[src/rtl/time_cnt.sv]
// mm:ss BCD time counter with RUN / SET_MIN / SET_SEC modes and per-digit blink blanking.
// Optional macro TIME_CNT_SEC_CLR_EN clears the seconds on the RUN -> SET_MIN transition.
module time_cnt #(
  parameter int unsigned MIN_MAX = 59
) (
  input  logic       clk,
  input  logic       rst,
  input  logic       en_1hz,
  input  logic       mask_1hz,
  input  logic       btn_mode,
  input  logic       btn_up,
  output logic [3:0] sec_l,
  output logic [3:0] sec_h,
  output logic [3:0] min_l,
  output logic [3:0] min_h,
  output logic [3:0] blank,
  output logic [1:0] mode,
  output logic       wrap
);

  typedef enum logic [1:0] {
    StRun    = 2'b00,
    StSetMin = 2'b01,
    StSetSec = 2'b10
  } state_e;

  localparam logic [3:0] MinMaxH = 4'(MIN_MAX / 10);
  localparam logic [3:0] MinMaxL = 4'(MIN_MAX % 10);

`ifdef TIME_CNT_SEC_CLR_EN
  localparam bit SecClrOnSet = 1'b1;
`else
  localparam bit SecClrOnSet = 1'b0;
`endif

  state_e     state_q, state_d;
  logic [3:0] sec_l_q, sec_l_d, sec_h_q, sec_h_d;
  logic [3:0] min_l_q, min_l_d, min_h_q, min_h_d;
  logic [3:0] blank_q, blank_d;
  logic       wrap_q, wrap_d;

  logic [3:0] sec_inc_l, sec_inc_h, min_inc_l, min_inc_h;
  logic       sec_carry, min_at_max;

  // Incremented values; >= comparisons keep any stray code inside the legal range.
  always_comb begin
    sec_carry = 1'b0;
    sec_inc_l = sec_l_q + 4'd1;
    sec_inc_h = sec_h_q;
    if (sec_l_q >= 4'd9) begin
      sec_inc_l = 4'd0;
      if (sec_h_q >= 4'd5) begin
        sec_inc_h = 4'd0;
        sec_carry = 1'b1;
      end else begin
        sec_inc_h = sec_h_q + 4'd1;
      end
    end

    min_at_max = ({min_h_q, min_l_q} >= {MinMaxH, MinMaxL});
    min_inc_l  = min_l_q + 4'd1;
    min_inc_h  = min_h_q;
    if (min_at_max) begin
      min_inc_l = 4'd0;
      min_inc_h = 4'd0;
    end else if (min_l_q >= 4'd9) begin
      min_inc_l = 4'd0;
      min_inc_h = min_h_q + 4'd1;
    end
  end

  always_comb begin
    state_d = state_q;
    sec_l_d = sec_l_q;
    sec_h_d = sec_h_q;
    min_l_d = min_l_q;
    min_h_d = min_h_q;
    wrap_d  = 1'b0;
    blank_d = 4'b0000;

    case (state_q)
      StRun: begin
        if (en_1hz) begin
          sec_l_d = sec_inc_l;
          sec_h_d = sec_inc_h;
          if (sec_carry) begin
            min_l_d = min_inc_l;
            min_h_d = min_inc_h;
            wrap_d  = min_at_max;
          end
        end
        // btn_up is ignored while running.
        if (btn_mode) begin
          state_d = StSetMin;
          if (SecClrOnSet) begin
            sec_l_d = 4'd0;
            sec_h_d = 4'd0;
          end
        end
      end
      StSetMin: begin
        if (btn_mode) begin
          state_d = StSetSec;
        end else if (btn_up) begin
          min_l_d = min_inc_l;
          min_h_d = min_inc_h;
        end
      end
      StSetSec: begin
        if (btn_mode) begin
          state_d = StRun;
        end else if (btn_up) begin
          sec_l_d = sec_inc_l;
          sec_h_d = sec_inc_h;
        end
      end
      default: state_d = StRun;
    endcase

    // Blank pattern follows the state being entered so it lines up with mode.
    case (state_d)
      StSetMin: blank_d = {mask_1hz, mask_1hz, 2'b00};
      StSetSec: blank_d = {2'b00, mask_1hz, mask_1hz};
      default:  blank_d = 4'b0000;
    endcase
  end

  always_ff @(posedge clk or negedge rst) begin
    if (!rst) begin
      state_q <= StRun;
      sec_l_q <= 4'd0;
      sec_h_q <= 4'd0;
      min_l_q <= 4'd0;
      min_h_q <= 4'd0;
      blank_q <= 4'b0000;
      wrap_q  <= 1'b0;
    end else begin
      state_q <= state_d;
      sec_l_q <= sec_l_d;
      sec_h_q <= sec_h_d;
      min_l_q <= min_l_d;
      min_h_q <= min_h_d;
      blank_q <= blank_d;
      wrap_q  <= wrap_d;
    end
  end

  assign sec_l = sec_l_q;
  assign sec_h = sec_h_q;
  assign min_l = min_l_q;
  assign min_h = min_h_q;
  assign blank = blank_q;
  assign mode  = state_q;
  assign wrap  = wrap_q;

endmodule

[config.mk]
export PLATFORM = sky130hd
export DESIGN_NAME = time_cnt
export DESIGN_NICKNAME = d
export VERILOG_FILES = /design/src/rtl/time_cnt.sv
export SDC_FILE = /design/constraint.sdc
export NUM_CORES = 1
export LEC_CHECK = 0
export BUFFER_PORTS_ARGS = -buffer_cell sky130_fd_sc_hd__buf_4
export CAP_MARGIN = 10
export CORE_MARGIN = 5
export CORE_UTILIZATION = 52
export CTS_CLUSTER_DIAMETER = 50
export DETAILED_ROUTE_END_ITERATION = 10
export GPL_ROUTABILITY_DRIVEN = 0
export PLACE_DENSITY = 0.82
export SLEW_MARGIN = 40
export SYNTH_ARGS = -nofsm -noshare
export SYNTH_HDL_FRONTEND = slang
export SYNTH_SLANG_ARGS = --single-unit
[constraint.sdc]
create_clock -name clk -period 2.02 [get_ports clk]
set_input_delay 0.303 -clock clk [delete_from_list [all_inputs] [get_ports clk]]
set_output_delay 0.303 -clock clk [all_outputs]
set_load 0.05 [all_outputs]
==> out/qor.yml <==
cp.arrival_ps: 2020
drv_slew: 0
num_antenna_cells: 0
power_switching_uw: 1369
ir_drop_mv: 1.063
met1_usage: 0.1894
final_cell_mix: "buf_4 (28), dfrtp_1 (18), inv_1 (15), ha_1 (13)"
drc: 0
wire_per_inst_um: 13.38
period_share: 0.8907
p_int_uw: 1146
skew_ps: 2.364
rrSetupSlack_ps: 220
grtUsageMet3: 0.03341
grt_max_degree: 22
crit_family: "compound AO/OA/AOI/OAI gates"
yosysTopAreaCell: "dfrtp_1"
worstHoldPathType: "primary input to flop"
finalHoldViolations: 0
drtIter0Drc: 29
synthMuxAreaShare: 0.01663
max_stage_delay_ps: 480
synthSimpleGateAreaFrac: 0.1590
synth_top_area_share: 0.4366
num_io_pins: 29
num_rows: 17
grt-busiest-layer: "met2"
via_per_inst: 5.365
p_clk_frac: 0.082
path_cells: "ha_1 > nand2b_1 > a21o_1 > a32o_2 > and2_1 > o22ai_1"
critPathLaunchType: "flop"
grt_pass1_vias: 1003
ys_seq_area_frac: 0.4366
cp.depth: 6
crit_start: "sec_h[0]"
rsz0062_at_grt: "false"
status: "completed"
maxSlewHeadroom: 0.7447
fmax_ghz: 0.5558
final_core_util: 0.6640
switching_share: 0.5442
grt_use_total: 0.1585
crit_required_ps: 2240
fin_crit_ps: 1799
r2r_start: "sec_h[0]"
dieArea_um2: 3377
total_power_uw: 2515
r2r-end: "min_h[1]"
die_y_um: 58.11
netlist_area_um2: 1204
cts_tree: "yes"
syn-instance-count: 120
worstMarginPinSlew_ps: 382.9
syn_nets: 139
cpMaxStageDelayCell: "dfrtp_2"
synth.area.top_cells: "dfrtp_1 (44%), ha_1 (14%), inv_1 (4.7%)"
area_growth_pct: 22.04
core_um2: 2212
critPathBufInv: 0
postRouteWirelength_um: 2381
grt_pass1_wl_um: 4243
gr-total-overflow: 0
setup_violations: 0
cts_root_buffer: "clkbuf_4"
p_leak_uw: 0.0007550
powerDensity_nw_per_um2: 1712
clk_pin_slew_worst_paths_ps: 120
crit_type: "flop to flop"
die_w_um: 58.11
synth-compound-area-share: 0.1798
post_cts_buffers: 0
cp_max_fo: 11
critPathCaptureType: "flop"
mostFrequentLayoutCell: "buf_4"
cts.htree.levels: 1
antenna_found_initial: 0
synth_fa_ha_area_frac: 0.1351
synth_top_family_by_area: "compound AO/OA/AOI/OAI gates"
cts_buffer_depth: 2
detail-route-antenna-nets: 0
fillers: 192
drive_gt1_frac: 0.2867
ys_types: 34
maxCapViolations: 0
clkLatencyLatePin_ps: 300
seq_power_share: 0.316
pwr-share-comb: 0.602
nNetsFinal: 170
post-dp-hpwl_um: 1877
io_buffer_count: 28
met2_usage: 0.2823
synth-xor-area-share: 0.007277
start_util: 0.5441
dr.pass1.iters: 4
yosysWarnings: 0
crit_path_end: "min_h[1]"
cts_buffers: 3
avgSynthCellArea_um2: 10.03
reg2reg_depth: 6
tns_ps: 0
ys_ff_latch: 21
whs_path_depth: 2
clock-sinks: 21
vias: 955
[power by group through the flow]
stage | registers, uW | clock network (uW) | logic [uW]
after floorplan | 1300 | 0 | 587
after global placement | 787 | 0 | 1480
after detailed placement | 802 | 0 | 1530
after CTS | 795 | 209 | 1530
after global routing | 833 | 228 | 1640
final | 795 | 205 | 1510
[stage by stage]
stage	area [um^2]	instances	hold WS, ps	setup WS, ps
detailed placement	1430	173	203.3	168.9
finish	1469	178	221.4	220.9
global placement	1430	173	201.7	220.1
floorplan	1207	120	7.409	46.71
CTS	1468	178	223.5	143.1
global route	1469	178	215.0	101.4
[final cells by class]
class	instances	area [um^2]	share of cell area
clock buffer	3	22.52	0.01533
clock inverter	1	5.005	0.003407
inverter	15	56.30	0.03833
multi-input combinational	81	600.6	0.4089
sequential	21	529.3	0.3603
tap	28	35.03	0.02385
timing repair buffer	29	220.2	0.1499
[per-layer routing]
layer  vias to the layer above  routed length [um]
met5                         -                   0
met4                         0                  34
met3                         4                 130
met2                        23                1210
met1                       460                1005
li1                        468                   -
[how the worst min path moves through the flow]
stage / from / endpoint / slack, ps
final: mask_1hz / blank[2] / 220
after global routing: mask_1hz / blank[2] / 210
after CTS: mask_1hz / blank[2] / 220
after detailed placement: rst / sec_l[0] / 200
after global placement: rst / sec_l[0] / 200
after floorplan: rst / blank[1] / 7
[registers in the layout, indices dropped and copies added, names as in the netlist]
signal	flops
sec_h	4
sec_l	4
min_h	4
blank	2
wrap	1
min_l	4
mode	2
[cell families after synthesis]
family	Yosys count
simple gates	36
compound gates	29
flops	21
buf+inv	18
fa+ha+maj	13
mux	2
xor+xnor	1
[timing repair]
item / 4_1_cts / 5_1_grt
setup endpoints to repair: 0 / 2
resized for setup: 0 / 1
endpoints found under the hold margin: 21 / 0
hold buffers: 1 / 0
[cells in the mapped netlist]
master / instances
ha_1: 13
o31ai_1: 1
nor3_2: 1
nand3_1: 4
mux2i_1: 2
o22ai_1: 1
o31a_1: 1
o22a_1: 1
xor2_1: 1
buf_4: 3
a21o_1: 2
inv_1: 15
dfrtp_1: 21
a211o_4: 1
nand2_1: 9
o21ai_0: 9
nor3b_2: 1
a31oi_1: 1
nor2_1: 8
a31oi_2: 1
o21ai_2: 1
nand2b_1: 4
or2_2: 1
a21oi_1: 4
o41ai_2: 1
o2bb2ai_1: 1
nor2b_1: 1
a41oi_1: 2
o21a_1: 1
and2_1: 3
a32o_1: 1
nand4_1: 2
or2b_1: 1
and3b_1: 1
[worst reg2reg max path, cell delays in order, from the launching register on]
cell and delay [ps]:
dfrtp_2 480, ha_1 200, nand2b_1 150, a21o_1 230, a32o_2 320, and2_1 190, o22ai_1 160
(Power assumes the default switching activity.)
